File: src/rtl/zstd_block_parser.sv
// Zstandard block splitter: decodes 3-byte block headers, forwards payload bytes
// two lanes per word, and collects the optional trailing content checksum.
//
// state    | meaning
// IDLE     | waiting for start after reset
// HEADER   | collecting the 3 header bytes of a block
// PAYLOAD  | forwarding block payload bytes
// CHECKSUM | collecting the 4 content checksum bytes
// DONE     | frame complete, waiting for start
// ERROR    | reserved type or oversize block, waiting for start
module zstd_block_parser #(
  parameter int BLOCK_SIZE_MAX = 131072
) (
  input  logic        clk,
  input  logic        reset,
  input  logic        start,
  input  logic        start_phase,
  input  logic        checksum_present,
  input  logic [15:0] data_in,
  input  logic        in_valid,
  output logic        in_ready,
  output logic [15:0] out_data,
  output logic [1:0]  out_keep,
  output logic        out_valid,
  input  logic        out_ready,
  output logic        out_last,
  output logic        info_valid,
  output logic        Last_Block,
  output logic [1:0]  Block_Type,
  output logic [20:0] Block_Size,
  output logic [31:0] Checksum,
  output logic        checksum_valid,
  output logic        finished,
  output logic        error
);

  typedef enum logic [2:0] {
    S_IDLE, S_HEADER, S_PAYLOAD, S_CHECKSUM, S_DONE, S_ERROR
  } state_t;

  localparam logic [31:0] SIZE_MAX = 32'(BLOCK_SIZE_MAX);

  state_t      state, nx_state;
  logic [1:0]  cnt, nx_cnt;
  logic [15:0] hdr, nx_hdr;
  logic [20:0] remaining, nx_rem;
  logic [31:0] csum_acc, nx_csum;
  logic        cp_reg, skip_hi;
  logic        accept, start_ok, eob;
  logic [7:0]  lane_byte;
  logic [23:0] h;
  logic [15:0] nx_odata;
  logic [1:0]  nx_okeep;
  logic        nx_olast;
  logic        nx_info, nx_last_blk, nx_csv;
  logic [1:0]  nx_type;
  logic [20:0] nx_size;

  assign accept   = in_valid && in_ready;
  assign start_ok = start && (state == S_IDLE || state == S_DONE || state == S_ERROR);

  always_ff @(posedge clk or posedge reset) begin
    if (reset) state <= S_IDLE;
    else       state <= nx_state;
  end

  // Both lanes are walked in order; a state change after the hi byte governs the lo byte.
  always_comb begin
    nx_state    = state;
    nx_cnt      = cnt;
    nx_hdr      = hdr;
    nx_rem      = remaining;
    nx_csum     = csum_acc;
    nx_odata    = 16'h0000;
    nx_okeep    = 2'b00;
    nx_olast    = 1'b0;
    nx_info     = 1'b0;
    nx_last_blk = Last_Block;
    nx_type     = Block_Type;
    nx_size     = Block_Size;
    nx_csv      = 1'b0;
    lane_byte   = 8'h00;
    h           = 24'h000000;
    eob         = 1'b0;
    if (accept) begin
      for (int i = 0; i < 2; i++) begin
        lane_byte = (i == 0) ? data_in[15:8] : data_in[7:0];
        eob       = 1'b0;
        if (!(i == 0 && skip_hi)) begin
          case (nx_state)
            S_HEADER: begin
              if (nx_cnt == 2'd2) begin
                h           = {lane_byte, nx_hdr};
                nx_info     = 1'b1;
                nx_last_blk = h[0];
                nx_type     = h[2:1];
                nx_size     = h[23:3];
                nx_cnt      = 2'd0;
                if (h[2:1] == 2'd3 || {11'd0, h[23:3]} > SIZE_MAX) begin
                  nx_state = S_ERROR;
                end else if (h[2:1] == 2'd1) begin
                  nx_state = S_PAYLOAD;
                  nx_rem   = 21'd1;
                end else if (h[23:3] == 21'd0) begin
                  eob = 1'b1;
                end else begin
                  nx_state = S_PAYLOAD;
                  nx_rem   = h[23:3];
                end
              end else begin
                if (nx_cnt == 2'd0) nx_hdr[7:0]  = lane_byte;
                else                nx_hdr[15:8] = lane_byte;
                nx_cnt = nx_cnt + 2'd1;
              end
            end
            S_PAYLOAD: begin
              if (nx_okeep == 2'b00) begin
                nx_odata[15:8] = lane_byte;
                nx_okeep       = 2'b10;
              end else begin
                nx_odata[7:0] = lane_byte;
                nx_okeep      = 2'b11;
              end
              nx_rem = nx_rem - 21'd1;
              if (nx_rem == 21'd0) begin
                nx_olast = 1'b1;
                eob      = 1'b1;
              end
            end
            S_CHECKSUM: begin
              nx_csum = {lane_byte, nx_csum[31:8]};
              if (nx_cnt == 2'd3) begin
                nx_csv   = 1'b1;
                nx_state = S_DONE;
              end else begin
                nx_cnt = nx_cnt + 2'd1;
              end
            end
            default: ;
          endcase
          if (eob) begin
            nx_cnt = 2'd0;
            if (!nx_last_blk)  nx_state = S_HEADER;
            else if (cp_reg)   nx_state = S_CHECKSUM;
            else               nx_state = S_DONE;
          end
        end
      end
    end
    if (start_ok) begin
      nx_state = S_HEADER;
      nx_cnt   = 2'd0;
    end
  end

  always_comb begin
    in_ready = (state == S_HEADER || state == S_PAYLOAD || state == S_CHECKSUM) &&
               (!out_valid || out_ready);
    finished = (state == S_DONE);
    error    = (state == S_ERROR);
  end

  always_ff @(posedge clk or posedge reset) begin
    if (reset) begin
      cnt            <= 2'd0;
      hdr            <= 16'h0000;
      remaining      <= 21'd0;
      csum_acc       <= 32'h0;
      cp_reg         <= 1'b0;
      skip_hi        <= 1'b0;
      info_valid     <= 1'b0;
      Last_Block     <= 1'b0;
      Block_Type     <= 2'd0;
      Block_Size     <= 21'd0;
      Checksum       <= 32'h0;
      checksum_valid <= 1'b0;
      out_valid      <= 1'b0;
      out_data       <= 16'h0000;
      out_keep       <= 2'b00;
      out_last       <= 1'b0;
    end else begin
      cnt            <= nx_cnt;
      hdr            <= nx_hdr;
      remaining      <= nx_rem;
      csum_acc       <= nx_csum;
      info_valid     <= nx_info;
      checksum_valid <= nx_csv;
      if (nx_info) begin
        Last_Block <= nx_last_blk;
        Block_Type <= nx_type;
        Block_Size <= nx_size;
      end
      if (nx_csv) Checksum <= nx_csum;
      if (accept) skip_hi <= 1'b0;
      if (start_ok) begin
        cp_reg  <= checksum_present;
        skip_hi <= start_phase;
      end
      if (accept && nx_okeep != 2'b00) begin
        out_valid <= 1'b1;
        out_data  <= nx_odata;
        out_keep  <= nx_okeep;
        out_last  <= nx_olast;
      end else if (out_ready) begin
        out_valid <= 1'b0;
      end
    end
  end

endmodule

File: config.mk
export PLATFORM = sky130hd
export DESIGN_NAME = zstd_block_parser
export DESIGN_NICKNAME = d
export VERILOG_FILES = /design/src/rtl/zstd_block_parser.sv
export SDC_FILE = /design/constraint.sdc
export NUM_CORES = 1
export LEC_CHECK = 0
export ABC_AREA = 1
export CORE_MARGIN = 8
export CORE_UTILIZATION = 58
export DETAILED_ROUTE_END_ITERATION = 8
export PLACE_DENSITY = 0.81
export RECOVER_POWER = 50
export SLEW_MARGIN = 30
export SYNTH_ARGS = -nofsm -noshare
export SYNTH_HDL_FRONTEND = slang
export SYNTH_SLANG_ARGS = --single-unit
File: constraint.sdc
create_clock -name clk -period 6.8 [get_ports clk]
set_clock_uncertainty 0.2 [all_clocks]
set_input_delay 1.36 -clock clk [delete_from_list [all_inputs] [get_ports clk]]
set_output_delay 1.36 -clock clk [all_outputs]
set_load 0.02 [all_outputs]
Word level (Yosys, flattened, before mapping)

Cells that the tools add are included.
Widths: inputs -> output; s select.

Reductions and logical operators: 24
Multiplexer cells: 125
Eq/ne operators: 16
$add $sub $neg: 4
Magnitude comparators: 2

Operators with widths:

| kind                  | count |
|---|---|
| $mux 21               | 15 |
| $mux 16               | 10 |
| $mux 32               | 4 |
| $logic_not 21->1      | 4 |
| $pmux 21 s2           | 2 |
| $mux 3                | 19 |
| $mux 8                | 6 |
| $mux 1                | 43 |
| $gt 21x18->1 const B  | 2 |
| $sub 21x1->21 const B | 2 |
| $mux 2                | 20 |
| $eq 2x2->1 const B    | 6 |
| $eq 3x2->1 const B    | 4 |
| $pmux 3 s2            | 2 |
| $pmux 2 s2            | 2 |
| $logic_or 1x1->1      | 7 |
| $eq 3x1->1 const B    | 2 |
| $eq 3x3->1 const B    | 2 |
| $logic_not 2->1       | 3 |
| $reduce_bool 2->1     | 3 |
| $add 2x1->2 const B   | 2 |
| $eq 2x1->1 const B    | 2 |
| $logic_and 1x1->1     | 4 |
| $pmux 1 s2            | 2 |
| 3 further kinds       | 3 |

Bits in registers: 154
Input port bits: 23
Output and inout bits: 81
Logic and storage cells: 188

Depth between registers and ports, before layout

Gate-level depths: netlist (run 1).

Depth after elaboration: 19
Depth in mapped cells: 29
Mapped depth without buffers: 29

Worst setup path before layout (run 1)

Ideal clock, no wire load.

Path type: input -> register
From: input data_in[9]
To: register state[1]
Cell stages on the path: 22
Path buffers: 0
Library setup time: 118 ps
Required time: 6482 ps
Slack: 2893 ps
Data arrival time: 3589 ps
Cells stage by stage: nor2_1 > nand2_1 > nor2_1 > nand3_1 > nand2_2 > nand3_4 > nor3_1 > nor2_1 > nor2_1 > nand2_1 > nor2_2 > nand2_2 > nor2_1 > nand2_1 > nand2_1 > nand2_1 > nor3_2 > nand3_2 > nand2_1 > o21ai_0 > nand3_1 > nand2_1

Longest elaborated chain between the ends: 19
Elaborated cells between the ends (all ways): 66
Classes of those cells: add/sub (1); order compare (2); eq/ne (7); mux (51); reduce/logical (5)

Ends and longest elaborated chain:

| element                                               | RTL line | source |
|---|---|---|
| start: declaration                                    | 19       | `input logic [15:0] data_in,` |
| branches (longest 16 deep; another with $gt 21x18->1) | n/a      |  |
| $mux 3 (*)                                            | 141      | `if (eob) begin` |
| $mux 3 (*)                                            | 85       | `if (accept) begin` |
| $mux 3 (*)                                            | 150      | `if (start_ok) begin` |
| end signal: assignment                                | 64       | `else state <= nx_state;` |
| end: declaration                                      | 43       | `state_t state, nx_state;` |

Every way passes the cells marked *. The select of a mux whose other input is x is not followed.
A chain may end at the register's enable or synchronous reset.

Final worst setup path (run 1)

From: input data_in[13]
To: register remaining[15]

Longest elaborated chain between the ends: 14
Elaborated cells between the ends (all ways): 46
Classes of those cells: add/sub (1); order compare (2); eq/ne (3); mux (36); reduce/logical (4)

Ends and longest elaborated chain:

| element                                               | RTL line | source |
|---|---|---|
| branches (longest 13 deep; another with $gt 21x18->1) | n/a      |  |
| $pmux 21 s2 (*)                                       | 90       | `case (nx_state)` |
| end signal: assignment                                | 184      | `remaining <= nx_rem;` |
| end: declaration                                      | 46       | `logic [20:0] remaining, nx_rem;` |

Marked as above.

==> summary.txt, run 1 <==
Floorplanning
  – Die W: 151 um
  – # IOs: 104
  – Die Span Y: 151 um
  – Row count: 49
  – Die area: 22,700 um2
  – CORE AREA: between 15,000 and 20,000 um2
  – Initial Util: 0.589

Hold path
  – Hold path startpoint: out_keep[1]
  – Hold WC Path Type: reg2reg

Synth
  – Ys flop type: dfrtp_1
  – Synth Register Bits: 154
  – Mean Syn Cell Area: 6.65 um2
  – Synthesized area: 10,500 um2
  – Sequential fraction of the synthesis area: 0.367
  – Post-synth EDFFs: 0
  – Synthesized Nets: 1,604
  – Synth Instances: about 1.6k
  – Async SR Flop Fraction: 1.00
  – Yosys warnings: 0
  – Netlist cell types: just over 50

Timing
  – Final period util: 0.843
  – Setup TNS: 0 ns
  – Fin Hold WS: ~0.26 ns
  – Worst slew pin tran: 3.76 ns
  – Min Tclk post-route: 5.73 ns
  – Final hold vios: 0
  – Final setup viols: 0
  – Final Max Tran Viols: ~170
  – Fmax: 174 MHz
  – Slew HR: -1.51
  – RSZ-0062 raised after global routing: false

Power and ir drop
  – Peak VDD IR: 0.426 mV
  – Static leakage: 6.13 nW
  – P per Cell Area: ~500 nW/um2

Route
  – DR vias/cell: 6.06
  – WL per Instance: 20.2 um
  – Drt pass-1 iters: 7
  – Final WL: around 38,000 um
  – Vias: 11.4k
  – Antenna Nets Post-Route: 0
  – DRC: 0
  – 1st-iter DRT viols: between 1k and 1.5k

Cells and area
  – Area grow syn2layout: 16.1%
  – Fill cells: 1,567
  – Largest registers: Checksum x32, csum_acc x32
  – Layout Nets: about 1.7k
  – Most frequent cells in the layout: nand2_1 (504), o21ai_0 (177), dfrtp_1 (154)
  – Layout cell share with drive strength beyond 1: 0.0672
  – Most common cell after layout, fill and taps aside: nand2_1

Critical path
  – Crit start category: primary input
  – Worst path cell trace: clkdlybuf4s50_1, nor2_1, nand2_1, nor2_1, nand3_1, nor2_2, nand3_1, nand2_2, nand2_1, nand3_1, nand2_2, inv_2, nand2_1, nor2_4, inv_1, nand2_1, nand2_2, nand2_1, nand3_1, a21oi_1, a21oi_2
  – Worst Path Arrival: approximately 5.7 ns
  – Slowest Stage Delay on Critical Path: 0.57 ns
  – Crit Path Category: in2reg
  – Top cell family by delay on the critical path: simple AND/OR/NAND/NOR gates
  – Setup crit start: data_in[13]
  – Worst path most repeated cell: nand2_1
  – Worst path slowest cell: clkdlybuf4s50_1
  – Data required, critical path: 6.80 ns
  – Crit. End Element: register
  – FF-to-FF Start: state[1]
  – Buffers & Inverters on Critical Path: 3
  – Crit Path Max Fanout: 23

GRT
  – Number of global-route vias before repair: 10.6k
  – Global route total overflow: 0
  – GRT Resource Usage Total: 0.334
  – Largest net degree at the start of global routing: 94
  – Antenna violations before repair: 0
  – Global-route wire length before repair: slightly below 60,000 um

Clock tree
  – CTS buffer count: 17
  – Reg clk slew, reported paths: around 0.07 ns
  – Resized cells post-CTS: 0
  – Post-CTS Hold Buffers: 0
  – Clock latency on the worst-skew pair: ~0.44 ns
  – CTS sink count: 154
  – CTS H-tree lvls: 4
  – Root Buffer: clkbuf_16
  – Setup repair bufs after CTS: 0
  – TritonCTS clock tree: yes
  – CTS max path bufs: 2

Place
  – Port-buffer cells: 103
  – Post-DP HPWL: 27,600 um
  – Gpl congestion: 1.01

Run status
  – Status: complete, but fails checks
  – Failing checks: capacitance limit, slew limit

Run
  – Max Cap Violations: 2
[per-stage QoR]
step	total power [mW]	setup slack (ns)	std cells	area, um2	utilization
floorplan	4.01	1.09	1579	10500	-
global placement	5.09	0.979	1850	11600	0.648
detailed placement	5.12	0.842	1850	11600	0.648
CTS	6.19	1.30	1882	12200	0.684
global route	6.66	0.752	1882	12200	0.684
finish	6.27	1.07	1883	12200	0.684
[cell families (layout without fill, tap and decap cells)]
kind of cell               count (synthesis)  after routing  share of synthesized area
AOI/OAI and AO/OA                        342            342                      0.187
and+or+nand+nor                          837            837                      0.341
adders and majority gates                  2              2                    0.00238
buffers and inverters                    226            300                     0.0880
other                                      0              1                          0
xor gates and xnor gates                  18             18                     0.0150
DFF                                      154            154                      0.367
[report_power, final]
group          switching [mW]  internal [mW]
logic                    2.68           1.08
registers               0.241           1.23
clock network           0.446          0.595
total                    3.37           2.90
[metal layers]
metal  track usage  wire length, um
met5             0                0
met2         0.502            16400
met1         0.445            15700
met3        0.0827             4090
met4         0.155             1730
[path summary, 6_finish.rpt]
path / to / slack [ns] / cells after the start
min in group asynchronous: out_keep[1] / 2.50 / 2
max reg2reg: cnt[1] / 1.74 / 9
max in group asynchronous: Block_Size[1] / 1.64 / 3
min: out_keep[1] / 0.26 / 1
min reg2reg: out_keep[1] / 0.26 / 1
max: remaining[15] / 1.07 / 21
[cells in the mapped netlist (all sizes together) (3+ instances only)]
library cell  count  area share
a32oi             3      0.0025
nand4            16       0.010
nand3           115       0.058
o21ai           200       0.097
a22oi            12      0.0099
o22ai            10      0.0060
buf              30       0.018
clkbuf           40       0.014
nor2            167       0.069
dfrtp           154        0.37
or2               3      0.0018
inv             155       0.055
xor2             18       0.015
a31oi             8      0.0048
nor3             10      0.0057
o21a              5      0.0036
and2              3      0.0018
o211ai           29       0.021
a21oi            65       0.035
nand2           518        0.19
[area by class of cell]
cell class                      instances  area, um2  share of cell area
Antenna cell                            1       2.50            0.000205
Clock buffer                           18        429              0.0352
Clock inverter                         14        205              0.0168
Inverter                              156        586              0.0480
Multi-Input combinational cell       1199       5740               0.471
Sequential cell                       154       3850               0.316
Tap cell                              229        287              0.0235
Timing Repair Buffer                  112       1090              0.0897
No activity file was read; power rests on OpenSTA's default activity.
==> run 2: changes to the inputs <==
- CORE_UTILIZATION: 58 -> 53
- PLACE_DENSITY: 0.81 -> 0.78
- clock period: 6.8 -> 5.2 ns (I/O delays scaled with it)
==> run 2 against run 1 <==
Compared with the run above: hold slack better by 0.018 ns; critical endpoint is now state[0]; the flow still finishes with violations (capacitance limit, slew limit); critical path type unchanged; non-clock buffer count rose by 42; die area rose by 8.4%.
==> summary.txt, run 2 (synthesis results as in run 1) <==
Floorplanning
  – Row count: 51 (+4.1%)
  – # IOs: 104 (unchanged)
  – Die W: 157 um (+4.1%)
  – Die Span Y: 157 um (+4.1%)
  – CORE AREA: 19,500 um2 (+9.1%)
  – Initial Util: 0.540 (-0.0491)
  – Die area: 24,600 um2 (+8.4%)

Run
  – Max Cap Violations: 2 (unchanged)

Route
  – Final WL: 38,500 um (+1.5%)
  – Vias: 11.6k (+1.2%)
  – WL per Instance: 19.7 um (-2.5%)
  – 1st-iter DRT viols: 1,291 (-4.2%)
  – DRC: 0 (unchanged)
  – Antenna Nets Post-Route: 0 (unchanged)
  – Drt pass-1 iters: 9 (+2)
  – DR vias/cell: 5.90 (-2.7%)

Clock tree
  – Resized cells post-CTS: 0 (unchanged)
  – CTS H-tree lvls: 4 (unchanged)
  – Setup repair bufs after CTS: 0 (unchanged)
  – CTS buffer count: 17 (unchanged)
  – Clock latency on the worst-skew pair: 0.45 ns (about the same)
  – Root Buffer: clkbuf_16
  – Post-CTS Hold Buffers: 0 (unchanged)
  – CTS sink count: 154 (unchanged)
  – Reg clk slew, reported paths: 0.08 ns (about the same)
  – TritonCTS clock tree: yes
  – CTS max path bufs: 2 (unchanged)

Timing
  – RSZ-0062 raised after global routing: false
  – Worst slew pin tran: 2.03 ns (-1.73 ns)
  – Final period util: 0.910
  – Setup TNS: 0 ns (unchanged)
  – Final Max Tran Viols: 107 (-36%)
  – Final hold vios: 0 (unchanged)
  – Fmax: 211 MHz
  – Slew HR: -0.355 (+1.15)
  – Final setup viols: 0 (unchanged)
  – Min Tclk post-route: roughly 4.7 ns

Cells and area
  – Largest registers: Checksum x32, csum_acc x32
  – Layout cell share with drive strength beyond 1: 0.0914 (+0.0243)
  – Fill cells: 1,798 (+15%)
  – Area grow syn2layout: 19.5%
  – Most common cell after layout, fill and taps aside: nand2_1
  – Layout Nets: 1,707 (+2.5%)
  – Most frequent cells in the layout: nand2_1 (504), o21ai_0 (177), dfrtp_1 (154)
  – # diodes: 0 (-1)

Critical path
  – Crit Path Category: in2reg
  – Slowest Stage Delay on Critical Path: 0.58 ns (about the same)
  – FF-to-FF Start: state[2]
  – Worst path slowest cell: clkdlybuf4s50_1
  – Crit Path Max Fanout: 8 (-65%)
  – Crit. End Element: register
  – Setup crit start: data_in[11]
  – Worst path cell trace: clkdlybuf4s50_1, inv_1, nand2_1, nor2_1, nand3_1, nand2_2, nand3_4, nor3_1, nor2_1, nor2_1, nand3_1, nor2_1, nand3_1, nand3_1, nor2_1, nand2_1, nor2_1, nand3_2, nand2_1, nand2_1, nand3_1, nand2_1, nand2_1
  – CP endpoint: state[0]
  – Data required, critical path: 5.33 ns (-1.47 ns)
  – Crit start category: primary input
  – Worst reg2reg setup slack: 0.67 ns (-1.07 ns)
  – Worst Path Arrival: 4.86 ns (-0.87 ns)
  – R2R Path End: remaining[12]
  – R2R depth: 17 (+8)

GRT
  – Largest net degree at the start of global routing: 79 (-16%)
  – Global-route wire length before repair: 59,900 um (+2.5%)
  – Number of global-route vias before repair: 10.7k (+1.4%)
  – Antenna violations before repair: 0 (unchanged)
  – Global route total overflow: 0 (unchanged)
  – GRT Resource Usage Total: 0.315 (-0.0186)

Power and ir drop
  – Peak VDD IR: 0.278 mV (-35%)
  – Pwr Total: 8.36 mW (+33%)
  – P per Cell Area: 666 nW/um2 (+30%)
  – Static leakage: 6.20 nW (+1.1%)

Run status
  – Status: complete, but fails checks
  – Failing checks: capacitance limit, slew limit

Hold path
  – Hold WC Path Type: reg2reg
  – Hold path startpoint: Checksum[5]

Place
  – Port-buffer cells: 103 (unchanged)
  – Gpl congestion: 1.01 (+0.27%)
  – Post-DP HPWL: 28,900 um (+4.9%)
==> run 2: cell count changes in the layout (fill, tap and decap cells not counted), moves of 2 or more <==
cell and delta:
clkdlybuf4s50_1 +39, dlygate4sd3_1 -39, buf_4 +38, clkinv_8 +4, bufinv_16 -3, inv_6 -3, buf_12 +2, clkbuf_2 +2
inv_8 +2
==> run 2: how the worst min path moves through the flow <==
stage                          to  slack, ns  depth (start not counted)
floorplan           remaining[20]       0.25                          2
finish                Checksum[5]       0.28                          2
CTS                  Checksum[14]       0.29                          2
global placement      out_keep[0]       0.26                          2
global route          Checksum[6]       0.31                          2
detailed placement    Checksum[1]       0.27                          2
==> run 2: worst max-delay path: cells and delay by family <==
kind / cells / cell delay, ns
AND/OR/NAND/NOR: 21 / 2.96
buffers and inverters: 2 / 0.85
==> run 2: cell type report <==
type | instances | area [um2] | share of cell area
clock buffer | 17 | 425 | 0.0339
clock inverter | 15 | 193 | 0.0153
inverter | 156 | 587 | 0.0467
multi-input combinational | 1199 | 5740 | 0.457
sequential | 154 | 3850 | 0.307
tap | 265 | 332 | 0.0264
timing repair buffer | 154 | 1430 | 0.114
==> run 2: metrics by stage <==
step | worst slack [ns] | std cells | util | hold slack [ns] | cell area, um2
after floorplan | 1.61 | 1579 | - | 0.253 | 10500
after global placement | 0.123 | 1927 | 0.614 | 0.258 | 12000
after detailed placement | 0.103 | 1928 | 0.615 | 0.273 | 12000
after CTS | 0.558 | 1960 | 0.647 | 0.291 | 12600
after global routing | 0.222 | 1960 | 0.645 | 0.306 | 12600
final | 0.468 | 1960 | 0.645 | 0.282 | 12600
==> run 2: power by group <==
part / switching, mW / total (mW) / internal, mW
combinational: 3.54 / 5.15 / 1.61
sequential: 0.313 / 1.92 / 1.60
clock: 0.640 / 1.30 / 0.657
==> run 2: metal layers <==
metal  GRT usage  vias up  routed length [um]
li1            -     5374                   -
met1       0.433     5370               16100
met2       0.477      710               16900
met3      0.0609      104                4050
met4       0.131        0                1420
met5           0        -                   0
==> run 3: changes to the inputs <==
- CORE_UTILIZATION: 53 -> 58
- CTS_CLUSTER_SIZE: default -> 40
- PLACE_DENSITY: 0.78 -> 0.81
- RECOVER_POWER: 50 -> default
- clock period: 5.2 -> 5.15 ns (I/O delays scaled with it)
==> run 3 against run 2 <==
Compared with the run above: the flow now finishes without violations; hold slack worse by 0.016 ns; non-clock buffer count decreased by 18; clock-buffer cell count grew 1; register-to-register slack lost 0.32 ns; critical path depth is 6 lower; critical path type is now reg2reg; global-route usage grew 2.3 points; power increased by 0.52%; worst setup slack worse by 0.12 ns; cell count is 2.8% lower; combinational power is 0.8% higher; core utilization is 4.8 points higher.
==> summary.txt, run 3 (synthesis results as in run 1) <==
Critical path
  – Setup crit start: state[1]
  – Crit Path Category: reg2reg
  – Crit start category: register
  – FF-to-FF Start: state[1]
  – Data required, critical path: 5.28 ns (-0.05 ns)
  – Crit Path Max Fanout: 16 (+8)
  – CP endpoint: remaining[7]
  – Worst Path Arrival: 4.93 ns (+0.07 ns)
  – Crit. End Element: register
  – R2R Path End: remaining[7]
  – R2R depth: 17 (unchanged)
  – Worst reg2reg setup slack: 0.35 ns (-0.32 ns)

Clock tree
  – Reg clk slew, reported paths: 0.07 ns (about the same)
  – Post-CTS Hold Buffers: 0 (unchanged)
  – Root Buffer: clkbuf_16
  – Clock latency on the worst-skew pair: 0.44 ns (about the same)
  – CTS H-tree lvls: 4 (unchanged)
  – Resized cells post-CTS: 0 (unchanged)
  – Setup repair bufs after CTS: 0 (unchanged)
  – CTS buffer count: 17 (unchanged)
  – CTS sink count: 154 (unchanged)
  – CTS max path bufs: 2 (unchanged)
  – TritonCTS clock tree: yes

Cells and area
  – Most common cell after layout, fill and taps aside: nand2_1
  – # diodes: 0 (unchanged)
  – Largest registers: Checksum x32, csum_acc x32
  – Area grow syn2layout: 17.8%
  – Fin util: 0.694 (+0.0482)
  – Fin area: 12,400 um2 (-1.5%)
  – Most frequent cells in the layout: nand2_1 (504), o21ai_0 (177), dfrtp_1 (154)
  – Layout cell share with drive strength beyond 1: 0.0817 (-0.00975)
  – Layout Nets: 1,689 (-1.1%)

Route
  – WL per Instance: 20.1 um (+2.2%)
  – Drt pass-1 iters: 6 (-3)
  – Final WL: 38,300 um (-0.66%)
  – DR vias/cell: 6.11 (+3.7%)
  – 1st-iter DRT viols: 1,645 (+27%)
  – Vias: 11.7k (+0.84%)
  – DRC: 0 (unchanged)
  – Antenna Nets Post-Route: 0 (unchanged)

Run status
  – Status: completed

Place
  – Post-Place Worst Slack: 0.127 ns (+0.0232 ns)
  – Gpl congestion: 0.996 (-1.2%)
  – Post-DP Area: 11,800 um2 (-1.6%)
  – Post-DP HPWL: 27,500 um (-4.9%)
  – Port-buffer cells: 103 (unchanged)

Floorplanning
  – Die W: 151 um (-4.0%)
  – Row count: 49 (-3.9%)
  – # IOs: 104 (unchanged)
  – Die area: 22,700 um2 (-7.8%)
  – Initial Util: 0.589 (+0.0491)
  – CORE AREA: 17,800 um2 (-8.3%)
  – Die Span Y: 151 um (-4.0%)

Timing
  – Final period util: 0.933
  – Final hold vios: 0 (unchanged)
  – Setup TNS: 0 ns (unchanged)
  – Final WS setup: 0.346 ns (-0.122 ns)
  – Slew HR: 0.368 (+0.723)
  – Min Tclk post-route: 4.80 ns
  – Fmax: 208 MHz
  – Final setup viols: 0 (unchanged)
  – RSZ-0062 raised after global routing: false
  – Final Max Tran Viols: 0 (-100%)
  – Worst slew pin tran: 0.948 ns (-1.08 ns)

Power and ir drop
  – Peak VDD IR: 0.623 mV (+120%)
  – Pwr Total: 8.41 mW (+0.52%)
  – Static leakage: 5.99 nW (-3.3%)
  – P per Cell Area: 680 nW/um2 (+2.0%)

GRT
  – Global-route wire length before repair: 59,400 um (-0.85%)
  – GRT Resource Usage Total: 0.338 (+0.0228)
  – Number of global-route vias before repair: 11.1k (+3.0%)
  – Antenna violations before repair: 0 (unchanged)
  – Global route total overflow: 0 (unchanged)
  – Largest net degree at the start of global routing: 155 (+96%)

Run
  – Max Cap Violations: 0 (-2)

Hold path
  – Hold WC Path Type: reg2reg
run 3: how the worst min path moves through the flow:
| stage | cells after the start | slack [ns] | endpoint | startpoint |
|---|---|---|---|---|
| CTS | 1 | 0.27 | out_keep[1] | out_keep[1] |
| global route | 1 | 0.28 | out_keep[1] | out_keep[1] |
| global placement | 1 | 0.25 | out_keep[1] | out_keep[1] |
| detailed placement | 1 | 0.25 | out_keep[1] | out_keep[1] |
| finish | 1 | 0.27 | out_keep[1] | out_keep[1] |
| floorplan | 2 | 0.25 | remaining[20] | remaining[20] |
run 3: final cells by class:
| class | instances | area [um2] |
|---|---|---|
| fillers | 1523 | 5470 |
| repair buffers | 136 | 1320 |
| clock inverters | 14 | 159 |
| well taps | 229 | 287 |
| flip-flops and latches | 154 | 3850 |
| clock buffers | 18 | 429 |
| inverters | 156 | 589 |
| multi-input cells | 1199 | 5740 |
run 3: critical path: stages, from the launching register on:
cell and delay, ns:
dfrtp_1 0.50, inv_1 0.24, nand2_4 0.12, nor2_4 0.41, nand2_2 0.34, o21ai_0 0.66
nand4_1 0.21, nor4_2 0.40, nand2_1 0.15, a22oi_4 0.28, nand2_4 0.12, nor2_4 0.14
inv_2 0.07, nor2_4 0.24, inv_2 0.10, nor2_1 0.20, nor2_1 0.06, a22oi_1 0.22
run 3: metal layers:
| metal | global-route usage | share of wire | vias to the layer above |
|---|---|---|---|
| met5 | 0 | 0 | - |
| met4 | 0.158 | 0.044 | 0 |
| met3 | 0.0950 | 0.13 | 148 |
| met2 | 0.509 | 0.43 | 842 |
| met1 | 0.442 | 0.39 | 5346 |
| li1 | - | - | 5319 |
run 3: metrics by stage:
stage	hold slack (ns)	instances
4_1_cts	0.270	1906
6_report	0.266	1906
5_1_grt	0.278	1906
3_5_place_dp	0.253	1874
2_1_floorplan	0.253	1579
3_3_place_gp	0.249	1874
run 3: where the power goes:
part / switching (mW) / leakage (nW) / internal [mW] / total [mW]
Sequential: 0.312 / 1.99 / 1.62 / 1.93
Clock: 0.599 / 0.287 / 0.690 / 1.29
Combinational: 3.62 / 3.72 / 1.57 / 5.19
Total: 4.53 / 5.99 / 3.88 / 8.41
